**src/rtl/disp_pkg.sv**
```systemverilog
// Shared types and constants for the multiplexed hex display.
// Contents:
//   SSEG_DIGITS - number of multiplexed digits
//   hex_t       - one hex nibble
//   sseg_t      - active-low segment byte {dp,g,f,e,d,c,b,a}
//   SSEG_BLANK  - segment byte with every segment off
//   digit_anode - active-low anode pattern for a digit select
package disp_pkg;

  localparam int SSEG_DIGITS = 4;

  typedef logic [3:0] hex_t;
  typedef logic [7:0] sseg_t;

  localparam sseg_t SSEG_BLANK = 8'hFF;

  // Active-low one-cold anode for the selected digit.
  function automatic logic [SSEG_DIGITS-1:0] digit_anode(input logic [1:0] sel);
    digit_anode = ~(4'b0001 << sel);
  endfunction

endpackage

```
**src/rtl/disp_hex_mux_hex_to_sseg.sv**
```systemverilog
// Combinational hex nibble to 7-segment decoder.
// Ports:
//   hex_i  - nibble to show
//   seg_o  - active-low segments {g,f,e,d,c,b,a}; the caller adds dp
module hex_to_sseg
  import disp_pkg::*;
(
  input  hex_t       hex_i,
  output logic [6:0] seg_o
);

  always_comb begin
    seg_o = 7'h7F;
    unique case (hex_i)
      4'h0: seg_o = 7'h40;
      4'h1: seg_o = 7'h79;
      4'h2: seg_o = 7'h24;
      4'h3: seg_o = 7'h30;
      4'h4: seg_o = 7'h19;
      4'h5: seg_o = 7'h12;
      4'h6: seg_o = 7'h02;
      4'h7: seg_o = 7'h78;
      4'h8: seg_o = 7'h00;
      4'h9: seg_o = 7'h10;
      4'hA: seg_o = 7'h08;
      4'hB: seg_o = 7'h03;
      4'hC: seg_o = 7'h46;
      4'hD: seg_o = 7'h21;
      4'hE: seg_o = 7'h06;
      4'hF: seg_o = 7'h0E;
      default: seg_o = 7'h7F;
    endcase
  end

endmodule

```
**src/rtl/disp_hex_mux.sv**
```systemverilog
// Four-digit time-multiplexed common-anode hex display driver.
// Shows i_val_hi on digits 3..2 and i_val_lo on digits 1..0. Inputs are
// captured once per refresh frame (on the last cycle of the frame) so a
// frame never mixes old and new values. Anodes and segments are registered
// and drive the pins directly.
// Ports:
//   i_clk     - system clock
//   i_rst     - synchronous reset, active-low
//   i_val_hi  - value for digits 3..2
//   i_val_lo  - value for digits 1..0
//   i_dp      - decimal point enable per digit, 1 = lit
//   o_an      - digit anodes, active-low, bit k is digit k
//   o_sseg    - segments, active-low, {dp,g,f,e,d,c,b,a}
// Parameter:
//   N_REFRESH - refresh counter width (>= 2); each digit is lit for
//               2^(N_REFRESH-2) cycles
// Build option:
//   DISP_LZ_BLANK_EN - when defined, a zero high nibble of either byte is
//                      blanked (anode off, segments off) in its slot
module disp_hex_mux
  import disp_pkg::*;
#(
  parameter int N_REFRESH = 18
) (
  input  logic       i_clk,
  input  logic       i_rst,
  input  logic [7:0] i_val_hi,
  input  logic [7:0] i_val_lo,
  input  logic [3:0] i_dp,
  output logic [3:0] o_an,
  output logic [7:0] o_sseg
);

  logic [N_REFRESH-1:0] r_q, r_d;
  logic [7:0]           hi_q, hi_d;
  logic [7:0]           lo_q, lo_d;
  logic [3:0]           dp_q, dp_d;
  logic [3:0]           an_q, an_d;
  sseg_t                sseg_q, sseg_d;

  logic [1:0] sel;
  logic       frame_end;
  hex_t       nibble;
  logic [6:0] seg_raw;

  assign sel       = r_q[N_REFRESH-1 -: 2];
  assign frame_end = &r_q;

  always_comb begin
    nibble = lo_q[3:0];
    unique case (sel)
      2'd0: nibble = lo_q[3:0];
      2'd1: nibble = lo_q[7:4];
      2'd2: nibble = hi_q[3:0];
      2'd3: nibble = hi_q[7:4];
      default: nibble = lo_q[3:0];
    endcase
  end

  hex_to_sseg u_dec (
    .hex_i (nibble),
    .seg_o (seg_raw)
  );

  always_comb begin
    r_d    = r_q + N_REFRESH'(1);
    hi_d   = hi_q;
    lo_d   = lo_q;
    dp_d   = dp_q;
    // Snapshot on the last cycle so the frame starting at r_q==0 uses it.
    if (frame_end) begin
      hi_d = i_val_hi;
      lo_d = i_val_lo;
      dp_d = i_dp;
    end

    an_d   = digit_anode(sel);
    sseg_d = {~dp_q[sel], seg_raw};
`ifdef DISP_LZ_BLANK_EN
    if ((sel == 2'd3 && hi_q[7:4] == 4'h0) ||
        (sel == 2'd1 && lo_q[7:4] == 4'h0)) begin
      an_d   = 4'hF;
      sseg_d = SSEG_BLANK;
    end
`endif
  end

  always_ff @(posedge i_clk) begin
    if (!i_rst) begin
      r_q    <= '0;
      hi_q   <= '0;
      lo_q   <= '0;
      dp_q   <= '0;
      an_q   <= 4'hF;
      sseg_q <= SSEG_BLANK;
    end else begin
      r_q    <= r_d;
      hi_q   <= hi_d;
      lo_q   <= lo_d;
      dp_q   <= dp_d;
      an_q   <= an_d;
      sseg_q <= sseg_d;
    end
  end

  assign o_an   = an_q;
  assign o_sseg = sseg_q;

endmodule

```
**config.mk**
```make
export PLATFORM = sky130hd
export DESIGN_NAME = disp_hex_mux
export DESIGN_NICKNAME = d
export VERILOG_FILES = /design/src/rtl/disp_pkg.sv /design/src/rtl/disp_hex_mux_hex_to_sseg.sv /design/src/rtl/disp_hex_mux.sv
export SDC_FILE = /design/constraint.sdc
export NUM_CORES = 1
export LEC_CHECK = 0
export ABC_AREA = 0
export ABC_CLOCK_PERIOD_IN_PS = 3000
export CAP_MARGIN = 20
export CORE_MARGIN = 1.5
export CORE_UTILIZATION = 54
export DETAILED_ROUTE_END_ITERATION = 8
export HOLD_SLACK_MARGIN = 0.12
export PLACE_DENSITY = 0.79
export SETUP_SLACK_MARGIN = 0.4
export SLEW_MARGIN = 20
export SYNTH_ARGS = -nofsm -noshare
export SYNTH_HDL_FRONTEND = slang
export SYNTH_HIERARCHICAL = 1
export SYNTH_SLANG_ARGS = --single-unit
```
**constraint.sdc**
```tcl
create_clock -name i_clk -period 3 [get_ports i_clk]
set_clock_uncertainty 0.1 [all_clocks]
set_input_delay 0.45 -clock i_clk [delete_from_list [all_inputs] [get_ports i_clk]]
set_output_delay 0.45 -clock i_clk [all_outputs]
set_load 0.005 [all_outputs]
```
-- Word-level counts from Yosys, hierarchy flattened
Memory sizes are Yosys's and may differ from the RTL's. A register that Yosys moved wholly into a read port is not among the register bits.
Cells that the tools add are included.
- add/sub/neg operators: 1
- order comparisons: 1
- equal/unequal tests: 3
- shift-type cells: 1
- muxes and demuxes: 3
- bitwise operators: 2
- reduce and logical (&&, ||, !) cells: 3
- operators with widths (operator ; number):
    adder 18 x 1 -> 18 bit (second input constant) ; 1
    AND reduction 18 bit ; 1
    case mux 4 bit (4 select lines) ; 1
    == test 2 bit (second input constant) ; 2
    inverter 4 bit ; 1
    << shifter 1 x 2 -> 4 bit (first input constant) ; 1
    less-than comparator 2 x 3 -> 1 bit (second input constant) ; 1
    binary-select mux 1 bit (select 2 bit) ; 1
    == test 2 x 1 -> 1 bit (second input constant) ; 1
    zero test 2 bit ; 1
    zero test 1 bit ; 1
    2-to-1 mux 1 bit ; 1
    inverter 1 bit ; 1
- register bits after elaboration: 50
- bits in read-only memories: 112
- input bits: 22
- output and inout port bits: 12
- word-level logic and storage cells: 21
- memories: 1
- memories (memory ; depth ; width ; read ports ; clocked after memory_dff ; wr ports ; RTL line ; text):
    (no name shown) ; 16 ; 7 ; 1 ; 1 ; 0 ; disp_hex_mux_hex_to_sseg.sv:14 ; unique case (hex_i)

-- Depth between registers and ports, before layout
Gate-level depths: netlist (run 1).
- depth in word-level cells: 3
- mapped depth: 8
- depth with buffers taken out: 7

-- Hierarchy
Netlist (run 1), hierarchy kept.
- modules (own cells, without submodules) (module ; times used ; cells each ; area each (µm²) ; sequential area each (µm²)):
    disp_hex_mux ; 1 ; 214 ; 2087.0 ; 1001.0
    hex_to_sseg ; 1 ; 32 ; 275.3 ; 0.0

-- Worst setup path before layout (run 1)
OpenSTA, ideal clock, no wires.
- kind: register to register
- start: reg r_q[16]
- end: reg sseg_q[0], in the netlist o_sseg[0]
- setup time: 59 ps
- arrival time: 2100 ps
- data required time: 2841 ps
- slack: 741 ps
- stages on the path, launching flop included: 9
- buffers on the path: 1
- period minus slack after synthesis: 2259 ps
- path through: dfxtp_1 > buf_2 > mux4_2 > inv_1 > ha_1 > and2b_2 > or3b_1 > o21ai_0 > nand2b_1
- word-level cells in the longest chain between the ends: 2
- elaborated cells on any way between the ends: 5
- those cells by class: eq/ne (3); mux (1); reduce/logical (1)
- ends and longest elaborated chain (what ; RTL line ; text):
    from (decl) ; disp_hex_mux.sv:34 ; logic [N_REFRESH-1:0] r_q, r_d;
    from (signal assigned) ; disp_hex_mux.sv:97 ; r_q <= r_d;
    == test 2 bit (tied with other cells) ; disp_hex_mux.sv:51 ; unique case (sel)
    case mux 4 bit (4 select lines) (*) ; disp_hex_mux.sv:51 ;
    via nibble[1] ; disp_hex_mux.sv:43 ; hex_t nibble;
    to (decl) ; disp_hex_mux.sv:39 ; sseg_t sseg_q, sseg_d;
Mark *: on every way through the listed nets, which the timed path passes. The rest lies on a longest branch.
A chain may end at the register's enable or synchronous reset.

-- Worst setup path after layout (run 1)
Same ends and word-level chain as after synthesis.

==> implementation parameters, run 1 <==
Parameter                              Value

Power
  Post-route total power ... 1.14 mW
  Max rail drop VDD ... 265 µV
  Leakage Power ... 1.06 nW
  Power density of the placed cells ... 405 nW/µm²

STA
  Max Freq ... 0.416 GHz
  Unrepaired setup endpoints after global routing ... no
  Clock period minus worst slack ... 2.40 ns
  PnR worst setup slack ... 0.599 ns
  Slew Viols, Final ... 0
  Number of hold violations in the final report ... 0
  Setup violations, final ... 0
  Slew Limit Headroom ... 66.1%
  Setup total negative slack ... 0 ns
  Worst-Margin Slew ... 0.508 ns
  Portion of the clock cycle consumed by the worst path in the final layout ... 80.0%

Critical path
  Highest cell delay on the worst timing path ... 0.61 ns
  CP max-delay cell ... sky130_fd_sc_hd__mux4_2
  Arrival time of data at the critical path endpoint ... 2.55 ns
  CP Max Fanout ... 10
  Cell breakdown of the critical path ... mux4_2, inv_1, ha_1, and2b_2, or3b_1, o21ai_0, nand2b_1
  Reg-to-reg setup timing slack ... 0.60 ns
  Crit path capture type ... flip-flop
  Critical setup path kind ... reg -> reg
  Element type at the critical path start ... flip-flop
  Data required time of the worst path ... 3.15 ns

Clock network
  Clock buffer depth ... 2
  Count of hold-fix buffers inserted at cts ... 0
  Post-CTS resize count ... 0
  Number of buffers created by CTS ... 5
  Number of setup buffers added after CTS ... 0
  CTS tree ... done
  Root buf cell ... sky130_fd_sc_hd__clkbuf_8
  Worst-Skew Late Latency ... 0.31 ns
  Max H-tree Level ... 2
  Sink count of the clock tree ... 50
  Clock transition time at the flip-flop clock pins of the worst setup and hold paths ... 0.08 ns

Cells and area
  Most frequent cells in the layout ... sky130_fd_sc_hd__dfxtp_1 (49), sky130_fd_sc_hd__clkdlybuf4s50_1 (33), sky130_fd_sc_hd__a21boi_0 (20), sky130_fd_sc_hd__and3_1 (20), sky130_fd_sc_hd__o21a_1 (20)
  Fraction of layout cells with a size suffix above 1 ... 8.79%
  Leading cell type in the layout, fill and taps excluded ... sky130_fd_sc_hd__dfxtp_1
  Final standard cell count with taps included and fillers excluded ... 323
  Antenna cells ... 0
  Final non-filler cell area ... 2800 µm²
  Area added between synthesis and finish ... 18.5%
  Nets@finish ... 302

Placed design
  I/O Buffers ... 33
  Placer Congestion ... 0.831
  Estimated wirelength of the detail-placed design ... 2.98 mm
  Placement-stage worst setup slack ... 0.476 ns
  Post-placement cell area ... 2710 µm²
  Placed cell count ... 315

Synthesis
  Post-synthesis average cell area ... 9.60 µm²
  Synthesized-area fraction occupied by ao, oa, aoi and oai cells ... 17.2%
  Number of cells produced by synthesis ... 246
  Post-synthesis instance area ... 2360 µm²
  Number of synthesized flops with an enable pin ... 0
  Area fraction in and, or, nand and nor cells after synthesis ... 19.8%
  Post-synthesis net count ... 276
  Share of flip-flops with an asynchronous set or reset after synthesis ... 0%
  Main synth FF type ... sky130_fd_sc_hd__dfxtp_1
  Post-Synth Adder-Cell Area ... 4.24%
  Dominant combinational cell family by area after synthesis ... simple AND/OR/NAND/NOR gates
  Distinct cell type count of the synthesized netlist ... 37
  Seq/Total Area, Yosys ... 42.4%
  Synthesis warning total ... 6
  Post-Synth XOR/XNOR Area ... 3.34%
  Flops & latches, synth ... 50
  Portion of netlist area occupied by mux cells ... 8.47%

Global route
  Number of global-route vias before repair ... 1666
  Overflow after GRT ... 0
  Largest net degree at the start of global routing ... 42
  Wire length of the first global-routing pass ... 7.75 mm
  Overall fraction of global-route tracks in use ... 19.9%
  Antenna violations before repair ... 0

Routing
  Routed length per instance ... 13.7 µm
  Vias after detailed routing ... 1801
  Number of DRC violations after detailed-routing iteration 0 ... 121
  Post-detailed-route DRC marker count ... 0
  Number of nets with antenna violations after routing ... 0
  Routed wire length ... 4.43 mm
  Number of detailed-routing iterations run before antenna repair ... 5
  Detailed-route vias per instance ... 5.58

Status
  Result of the run ... finished, final reports clean

Floorplanning
  Number of placement rows ... 23
  Starting density of the core ... 57.4%
  Width of the die ... 69.1 µm
  Area enclosed by the die boundary ... 4780 µm²
  Std-Cell Core Area ... 4120 µm²
  I/O pin cnt ... 34
  Chip Height ... 69.1 µm

Worst hold path
  Type of the tightest min-delay check ... reg -> reg

Run
  Max-cap check violation count ... 0
cells in the mapped netlist (5+ instances only):
cell / count / area, µm²
sky130_fd_sc_hd__or3_1: 6 / 37.5
sky130_fd_sc_hd__nand3_1: 6 / 30.0
sky130_fd_sc_hd__nand2b_1: 9 / 56.3
sky130_fd_sc_hd__o21a_1: 20 / 150
sky130_fd_sc_hd__nor2_1: 17 / 63.8
sky130_fd_sc_hd__a21boi_0: 20 / 150
sky130_fd_sc_hd__and3_1: 20 / 125
sky130_fd_sc_hd__xnor2_1: 8 / 70.1
sky130_fd_sc_hd__a21oi_1: 7 / 35.0
sky130_fd_sc_hd__o21ai_0: 7 / 35.0
sky130_fd_sc_hd__inv_1: 8 / 30.0
sky130_fd_sc_hd__nand2_1: 8 / 30.0
sky130_fd_sc_hd__ha_1: 8 / 100
sky130_fd_sc_hd__dfxtp_1: 50 / 1000
sky130_fd_sc_hd__mux4_2: 5 / 113
sky130_fd_sc_hd__mux2i_1: 5 / 50.1
sky130_fd_sc_hd__clkbuf_1: 12 / 45.0
report_power, final:
group / internal (mW) / switching (mW)
Combinational: 0.0379 / 0.0188
Sequential: 0.671 / 0.00428
Clock: 0.186 / 0.217
final cells by class:
class / count / area (µm²)
Fill cell: 354 / 1320
Multi-Input combinational cell: 171 / 1260
Sequential cell: 50 / 1000
Timing Repair Buffer: 36 / 353
Clock buffer: 7 / 86.3
Tap cell: 50 / 62.6
Inverter: 8 / 30.0
Clock inverter: 1 / 5.00
flip-flops by register name, summed over array words and instances, names as in the netlist:
signal and flops:
hi_q 8, dp_q 4, r_q 18, o_an 4, lo_q 8, o_sseg 8
metal layers:
metal | vias to the layer above | GRT usage (%) | part of all wire, %
met5 | - | 0 | 0
met4 | 0 | 6.54 | 1.5
met3 | 6 | 5.41 | 4.6
met2 | 48 | 31.0 | 45
met1 | 829 | 26.9 | 48
li1 | 918 | - | -
worst paths after layout:
kind,start,to,depth (start not counted)
setup / recovery,r_q[16],o_sseg[0],7
hold / removal,r_q[0],r_q[0],1
setup reg to reg,r_q[16],o_sseg[0],7
hold reg to reg,r_q[0],r_q[0],1
kinds of logic (layout without fill, tap and decap cells):
family          Yosys count  count (layout)
compound gates           58              58
xor+xnor                  9               9
fa+ha+maj                 8               8
buf+inv                  25              52
flops                    50              50
mux                      12              12
simple gates             84              84
stage by stage:
stage | hold WS (ns) | utilization (%)
floorplan | 0.329 | -
CTS | 0.370 | 68.0
global placement | 0.336 | 65.8
finish | 0.365 | 68.0
detailed placement | 0.351 | 65.8
global route | 0.411 | 68.0
critical path: cells and delay by family (launching register included):
family | cells | cell delay [ns]
and+or+nand+nor | 3 | 0.70
muxes | 1 | 0.61
DFF | 1 | 0.47
adders and majority gates | 1 | 0.21
buffers and inverters | 1 | 0.19
AOI/OAI and AO/OA | 1 | 0.07
No activity file was read; power rests on OpenSTA's default activity.
==> run 2: changes to the inputs <==
--- a/config.mk
+++ b/config.mk
@@ -6,7 +6,7 @@
 export NUM_CORES = 1
 export LEC_CHECK = 0
 export ABC_AREA = 0
-export ABC_CLOCK_PERIOD_IN_PS = 3000
+export ABC_CLOCK_PERIOD_IN_PS = 2400
 export CAP_MARGIN = 20
 export CORE_MARGIN = 1.5
 export CORE_UTILIZATION = 54
==> constraint.sdc (replaced) <==
create_clock -name i_clk -period 2.4 [get_ports i_clk]
set_clock_uncertainty 0.1 [all_clocks]
set_input_delay 0.36 -clock i_clk [delete_from_list [all_inputs] [get_ports i_clk]]
set_output_delay 0.36 -clock i_clk [all_outputs]
set_load 0.005 [all_outputs]
==> implementation parameters, run 2 (same netlist as run 1, synthesis figures left out) <==
Parameter                              Value

Status
  Result of the run ... finished, final reports clean

Floorplanning
  Chip Height ... 69.1 µm
  I/O pin cnt ... 34
  Width of the die ... 69.1 µm
  Starting density of the core ... 57.4%
  Number of placement rows ... 23
  Std-Cell Core Area ... 4120 µm²
  Area enclosed by the die boundary ... 4780 µm²

Cells and area
  Area added between synthesis and finish ... 25.0%
  Fraction of layout cells with a size suffix above 1 ... 15.0%
  Antenna cells ... 0
  Nets@finish ... 309
  Fillcell total ... 306
  Multi-input logic area ... 1320 µm²
  Most frequent cells in the layout ... sky130_fd_sc_hd__dfxtp_1 (48), sky130_fd_sc_hd__clkdlybuf4s50_1 (33), sky130_fd_sc_hd__a21boi_0 (20), sky130_fd_sc_hd__and3_1 (20), sky130_fd_sc_hd__o21a_1 (20)
  Largest Register ... r_q
  Combined flip-flop and latch cell area ... 1010 µm²
  Leading cell type in the layout, fill and taps excluded ... sky130_fd_sc_hd__dfxtp_1
  Final core utilization ... 71.8%
  Number of flip-flops in the largest register ... 18

Global route
  Overall fraction of global-route tracks in use ... 20.6%
  Number of global-route vias before repair ... 1677
  Overflow after GRT ... 0
  Wire length of the first global-routing pass ... 7.94 mm
  Largest net degree at the start of global routing ... 42
  Antenna violations before repair ... 0

Critical path
  Critical R2R Capture ... o_sseg[0]
  Buffers and inverters on the worst path ... 1
  R2r startpoint ... r_q[16]
  Arrival time of data at the critical path endpoint ... 2.26 ns
  Data required time of the worst path ... 2.56 ns
  Highest cell delay on the worst timing path ... 0.59 ns
  Cell breakdown of the critical path ... mux4_2, inv_4, ha_4, and2b_2, or3b_1, o21ai_1, nand2b_1
  CP Max Fanout ... 5
  Reg2reg path depth ... 7
  Critical setup path kind ... reg -> reg
  Crit path capture type ... flip-flop
  Kind of cell with the highest combined delay on the critical path ... simple AND/OR/NAND/NOR gates
  CP max-delay cell ... sky130_fd_sc_hd__mux4_2
  Reg-to-reg setup timing slack ... 0.30 ns
  Element type at the critical path start ... flip-flop

Clock network
  Worst-Skew Late Latency ... 0.31 ns
  Number of buffers created by CTS ... 5
  CTS tree ... done
  Root buf cell ... sky130_fd_sc_hd__clkbuf_8
  Count of hold-fix buffers inserted at cts ... 0
  Sink count of the clock tree ... 50
  Clock transition time at the flip-flop clock pins of the worst setup and hold paths ... 0.09 ns
  Clock buffer depth ... 2
  Max H-tree Level ... 2

Routing
  Routed wire length ... 4.75 mm
  Number of nets with antenna violations after routing ... 0
  Vias after detailed routing ... 1850
  Post-detailed-route DRC marker count ... 0
  Number of DRC violations after detailed-routing iteration 0 ... 114
  Detailed-route vias per instance ... 5.61
  Number of detailed-routing iterations run before antenna repair ... 4
  Routed length per instance ... 14.4 µm

Power
  Max rail drop VDD ... 353 µV
  Gate power share ... 4.9%
  Switch share ... 20.7%
  Post-route total power ... 1.51 mW
  Seq pwr share ... 55.8%
  Leakage Power ... 1.10 nW
  Net switching power of the design ... 0.312 mW
  Power density of the placed cells ... 512 nW/µm²
  Cell internal pwr ... 1.20 mW
  Clk network pwr share ... 39.3%

Worst hold path
  Worst Hold Path EP ... r_q[15]
  Type of the tightest min-delay check ... reg -> reg
  Hold path startpoint ... r_q[15]
  Number of instances on the worst hold path ... 2

Placed design
  I/O Buffers ... 33
  Placer Congestion ... 0.810
  Estimated wirelength of the detail-placed design ... 3.16 mm

STA
  Portion of the clock cycle consumed by the worst path in the final layout ... 87.7%
  Unrepaired setup endpoints after global routing ... yes
  Number of hold violations in the final report ... 0
  Worst-Margin Slew ... 0.505 ns
  Clock period minus worst slack ... 2.10 ns
  Setup total negative slack ... 0 ns
  Max Freq ... 0.475 GHz
  Slew Viols, Final ... 0
  Slew Limit Headroom ... 66.3%
  Setup violations, final ... 0

Run
  Max-cap check violation count ... 0
[run 2: changes by cell type in the layout (fill, tap and decap cells not counted), moves of 2 or more]
| cell | change |
|---|---|
| sky130_fd_sc_hd__buf_4 | +4 |
| sky130_fd_sc_hd__buf_6 | +3 |
| sky130_fd_sc_hd__ha_1 | -4 |
| sky130_fd_sc_hd__ha_4 | +4 |
| sky130_fd_sc_hd__inv_1 | -3 |
| sky130_fd_sc_hd__inv_4 | +2 |
| sky130_fd_sc_hd__nand2b_1 | -2 |
| sky130_fd_sc_hd__nand2b_4 | +2 |
[run 2: worst max path at each step]
stage / startpoint / endpoint / slack [ns] / cells past startpoint
2_1_floorplan: r_q[16] / o_sseg[3] / 0.30 / 7
3_3_place_gp: r_q[16] / o_sseg[3] / 0.31 / 6
4_1_cts: r_q[16] / o_sseg[0] / 0.31 / 7
6_report: r_q[16] / o_sseg[0] / 0.30 / 7
3_5_place_dp: r_q[17] / o_sseg[0] / 0.24 / 5
5_1_grt: r_q[16] / o_sseg[0] / 0.24 / 7
[run 2: tightest hold or removal path, stage by stage, from the launching register on]
cell and delay (ns):
sky130_fd_sc_hd__dfxtp_1 0.33, sky130_fd_sc_hd__o31ai_1 0.06, sky130_fd_sc_hd__a21oi_1 0.05
[run 2: metrics by stage]
stage	setup WS [ns]	cell area, µm²	hold slack (ns)	std cells
6_report	0.296	2950	0.387	330
5_1_grt	0.237	2950	0.409	330
4_1_cts	0.305	2900	0.391	329
3_5_place_dp	0.237	2740	0.375	317
3_3_place_gp	0.307	2740	0.343	317
2_1_floorplan	0.301	2380	0.329	246
[run 2: power by group through the flow]
stage	combinational [mW]	sequential, mW	clock, mW
6_report	0.0738	0.844	0.593
5_1_grt	0.0809	0.845	0.640
4_1_cts	0.0735	0.844	0.601
3_5_place_dp	0.0723	0.864	0
3_3_place_gp	0.0715	0.864	0
2_1_floorplan	0.0194	0.865	0
[run 2: routing by layer]
layer  vias up  wire length, µm  part of all wire (%)  track usage (%)
met5         -                0                     0                0
met4         0               76                   1.6             6.54
met3         7              202                   4.2             5.26
met2        54             2240                    47             31.6
met1       855             2240                    47             28.5
li1        934                -                     -                -
[run 2: timing repair]
action                                 in CTS  in global routing
endpoints found under the hold margin       0                  0
gates resized for setup                     5                 10
buffers inserted                            4                  1
gates cloned                                0                  0
pin swaps                                   1                  3
setup endpoints to repair                   5                  7
[run 2: cell type report]
cell class	instances	share of cell area (%)
multi-input cells	171	44.8
flip-flops and latches	50	34.1
repair buffers	43	14.1
clock buffers	6	2.46
well taps	50	2.12
clock inverters	2	1.27
inverters	8	1.19
==> run 3: changes to the inputs <==
--- a/config.mk
+++ b/config.mk
@@ -5,7 +5,7 @@
 export SDC_FILE = /design/constraint.sdc
 export NUM_CORES = 1
 export LEC_CHECK = 0
-export ABC_AREA = 0
+export ABC_AREA = 1
 export ABC_CLOCK_PERIOD_IN_PS = 2400
 export CAP_MARGIN = 20
 export CORE_MARGIN = 1.5
==> implementation parameters, run 3 <==
Parameter                              Value

Status
  Result of the run ... finished, final reports clean

Clock network
  Worst-Skew Late Latency ... 0.31 ns
  Root buf cell ... sky130_fd_sc_hd__clkbuf_8
  Clock buffer depth ... 2
  CTS tree ... done
  Clock transition time at the flip-flop clock pins of the worst setup and hold paths ... 0.09 ns
  Sink count of the clock tree ... 50
  Number of buffers created by CTS ... 5
  Count of hold-fix buffers inserted at cts ... 0
  Max H-tree Level ... 2

Floorplanning
  Chip Height ... 70.7 µm
  Starting density of the core ... 56.5%
  Std-Cell Core Area ... 4380 µm²
  Number of placement rows ... 24
  Width of the die ... 70.7 µm
  Area enclosed by the die boundary ... 5000 µm²
  I/O pin cnt ... 34

STA
  Worst-Margin Slew ... 0.478 ns
  Number of hold violations in the final report ... 0
  Slew Limit Headroom ... 68.1%
  Portion of the clock cycle consumed by the worst path in the final layout ... 83.9%
  Clock period minus worst slack ... 2.01 ns
  Unrepaired setup endpoints after global routing ... no
  Setup violations, final ... 0
  Setup total negative slack ... 0 ns
  Max Freq ... 0.496 GHz
  Slew Viols, Final ... 0

Routing
  Number of detailed-routing iterations run before antenna repair ... 4
  Vias after detailed routing ... 2337
  Detailed-route vias per instance ... 5.19
  Number of DRC violations after detailed-routing iteration 0 ... 177
  Routed wire length ... 5.69 mm
  Number of nets with antenna violations after routing ... 0
  Post-detailed-route DRC marker count ... 0
  Routed length per instance ... 12.7 µm

Synthesis
  Biggest area contributors in the synthesized netlist ... sky130_fd_sc_hd__dfxtp_1 (40%), sky130_fd_sc_hd__nand2_1 (13%), sky130_fd_sc_hd__nand3_1 (7.1%)
  Post-synthesis instance area ... 2480 µm²
  Synthesis warning total ... 6
  Flops & latches, synth ... 50
  Cell with the most instances after synthesis ... sky130_fd_sc_hd__nand2_1
  Seq/Total Area, Yosys ... 40.4%
  Main synth FF type ... sky130_fd_sc_hd__dfxtp_1
  Post-synthesis net count ... 382
  Post-synth top area share ... 40.4%
  Distinct cell type count of the synthesized netlist ... 30
  Number of synthesized flops with an enable pin ... 0
  Post-synthesis average cell area ... 7.04 µm²
  Library cell occupying the most area in the post-synthesis netlist ... sky130_fd_sc_hd__dfxtp_1
  Leading post-synthesis cells by instance count ... sky130_fd_sc_hd__nand2_1 (84), sky130_fd_sc_hd__dfxtp_1 (50), sky130_fd_sc_hd__nor2_1 (40)
  Number of cells produced by synthesis ... 352
  Share of flip-flops with an asynchronous set or reset after synthesis ... 0%

Critical path
  Startpoint of the most critical setup path ... r_q[16]
  Highest cell delay on the worst timing path ... 0.38 ns
  Buffers and inverters on the worst path ... 2
  Element type at the critical path start ... flip-flop
  Crit path capture type ... flip-flop
  Reg-to-reg setup timing slack ... 0.39 ns
  CP max-delay cell ... sky130_fd_sc_hd__dfxtp_4
  Kind of cell with the highest combined delay on the critical path ... simple AND/OR/NAND/NOR gates
  R2r startpoint ... r_q[16]
  Arrival time of data at the critical path endpoint ... 2.11 ns
  Critical setup path kind ... reg -> reg
  Critical R2R Capture ... o_sseg[3]
  CP Max Fanout ... 6
  Reg2reg path depth ... 10
  Library cell appearing most often on the critical path ... sky130_fd_sc_hd__nand2_1
  Data required time of the worst path ... 2.50 ns
  Cell breakdown of the critical path ... nor2_1, buf_4, nand2_2, nand4_1, inv_2, ha_4, nand2_1, nand3_1, nand2_1, or2_2

Cells and area
  Leading cell type in the layout, fill and taps excluded ... sky130_fd_sc_hd__nand2_1
  Final standard cell count with taps included and fillers excluded ... 450
  Most frequent cells in the layout ... sky130_fd_sc_hd__nand2_1 (79), sky130_fd_sc_hd__dfxtp_1 (48), sky130_fd_sc_hd__nor2_1 (39), sky130_fd_sc_hd__nand3_1 (33), sky130_fd_sc_hd__clkdlybuf4s50_1 (33)
  Area added between synthesis and finish ... 26.5%
  Fraction of layout cells with a size suffix above 1 ... 19.1%
  Nets@finish ... 427
  Final non-filler cell area ... 3130 µm²
  Largest Register ... r_q
  Number of flip-flops in the largest register ... 18
  Final core utilization ... 71.5%
  Antenna cells ... 0

Global route
  Met2 Track Usage GR ... 37.6%
  Global-route met3 utilization ... 3.85%
  Antenna violations before repair ... 0
  Overflow after GRT ... 0
  Largest net degree at the start of global routing ... 42
  Wire length of the first global-routing pass ... 8.82 mm
  Met1 usage ... 25.5%
  Number of global-route vias before repair ... 2113
  Overall fraction of global-route tracks in use ... 21.4%
  Peak-usage layer in the global routing report ... met2

Power
  Switch share ... 21.2%
  Gate power share ... 6.0%
  Post-route total power ... 1.52 mW
  Max rail drop VDD ... 249 µV
  Seq pwr share ... 55.3%
  Net switching power of the design ... 0.322 mW
  Cell internal pwr ... 1.20 mW
  Clk network pwr share ... 38.7%
  Leakage Power ... 1.32 nW
  Power density of the placed cells ... 486 nW/µm²

Placed design
  Estimated wirelength of the detail-placed design ... 3.45 mm
  Placed cell count ... 428
  Post-placement cell area ... 2820 µm²
  I/O Buffers ... 33
  Placer Congestion ... 0.847

Worst hold path
  Type of the tightest min-delay check ... reg -> reg
  Worst Hold Path EP ... r_q[5]
  Number of instances on the worst hold path ... 1
  Hold path startpoint ... r_q[5]

Run
  Max-cap check violation count ... 0
-- run 3: cell types whose count changed in the layout (fill, tap and decap cells not counted), moves of 20 or more --
cell and delta:
sky130_fd_sc_hd__a21boi_0 -20, sky130_fd_sc_hd__nand2_1 +71, sky130_fd_sc_hd__a21oi_1 +25, sky130_fd_sc_hd__nand3_1 +27, sky130_fd_sc_hd__and3_1 -20, sky130_fd_sc_hd__inv_1 +26, sky130_fd_sc_hd__nor2_1 +23
-- run 3: worst register-to-register path, cell delays in order, from the launching register on --
cell and delay, ns:
sky130_fd_sc_hd__dfxtp_4 0.38, sky130_fd_sc_hd__nor2_1 0.12, sky130_fd_sc_hd__buf_4 0.15, sky130_fd_sc_hd__nand2_2 0.05
sky130_fd_sc_hd__nand4_1 0.20, sky130_fd_sc_hd__inv_2 0.14, sky130_fd_sc_hd__ha_4 0.31, sky130_fd_sc_hd__nand2_1 0.06
sky130_fd_sc_hd__nand3_1 0.08, sky130_fd_sc_hd__nand2_1 0.05, sky130_fd_sc_hd__or2_2 0.28
-- run 3: power by group through the flow --
stage	Clock, mW	Sequential, mW	Combinational, mW
floorplan	0	0.864	0.0374
global placement	0	0.863	0.0883
detailed placement	0	0.864	0.0910
CTS	0.589	0.842	0.0911
global route	0.618	0.843	0.103
finish	0.588	0.842	0.0911
-- run 3: area by class of cell --
type / count / area (µm²)
timing repair buffer: 52 / 477
multi-input combinational: 245 / 1310
clock buffer: 5 / 68.8
fill: 361 / 1250
tap: 52 / 65.1
sequential: 50 / 1010
inverter: 43 / 169
clock inverter: 3 / 40.0
-- run 3: timing repair --
| action | in CTS | in global routing |
|---|---|---|
| gates resized for setup | 8 | 23 |
| pin swaps | 1 | 10 |
| gates cloned | 0 | 1 |
| endpoints found under the setup margin | 7 | 21 |
| buffers inserted | 6 | 7 |
-- run 3: cells by family (layout without fill, tap and decap cells) --
logic type / Yosys count / in the layout / share of synthesized area [%]
and+or+nand+nor: 188 / 189 / 34.3
buffers and inverters: 58 / 103 / 10.5
DFF: 50 / 50 / 40.4
AOI/OAI and AO/OA: 46 / 46 / 10.1
adders and majority gates: 8 / 8 / 4.04
xor gates and xnor gates: 2 / 2 / 0.707
-- run 3: worst max-delay path by stage --
| stage | end | cells after the start |
|---|---|---|
| finish | o_sseg[3] | 10 |
| detailed placement | o_sseg[3] | 10 |
| global placement | o_sseg[3] | 10 |
| global route | o_sseg[1] | 9 |
| floorplan | o_sseg[3] | 11 |
| CTS | o_sseg[3] | 11 |
-- run 3: stage by stage --
stage,hold WS (ns),setup WS (ns)
finish,0.390,0.386
global route,0.427,0.261
CTS,0.391,0.421
detailed placement,0.370,0.191
global placement,0.340,0.268
floorplan,0.329,0.415
-- run 3: layer usage --
layer | part of all wire [%] | up-vias
met1 | 41 | 1054
li1 | - | 1194
met4 | 2.0 | 0
met5 | 0 | -
met2 | 51 | 78
met3 | 5.5 | 11
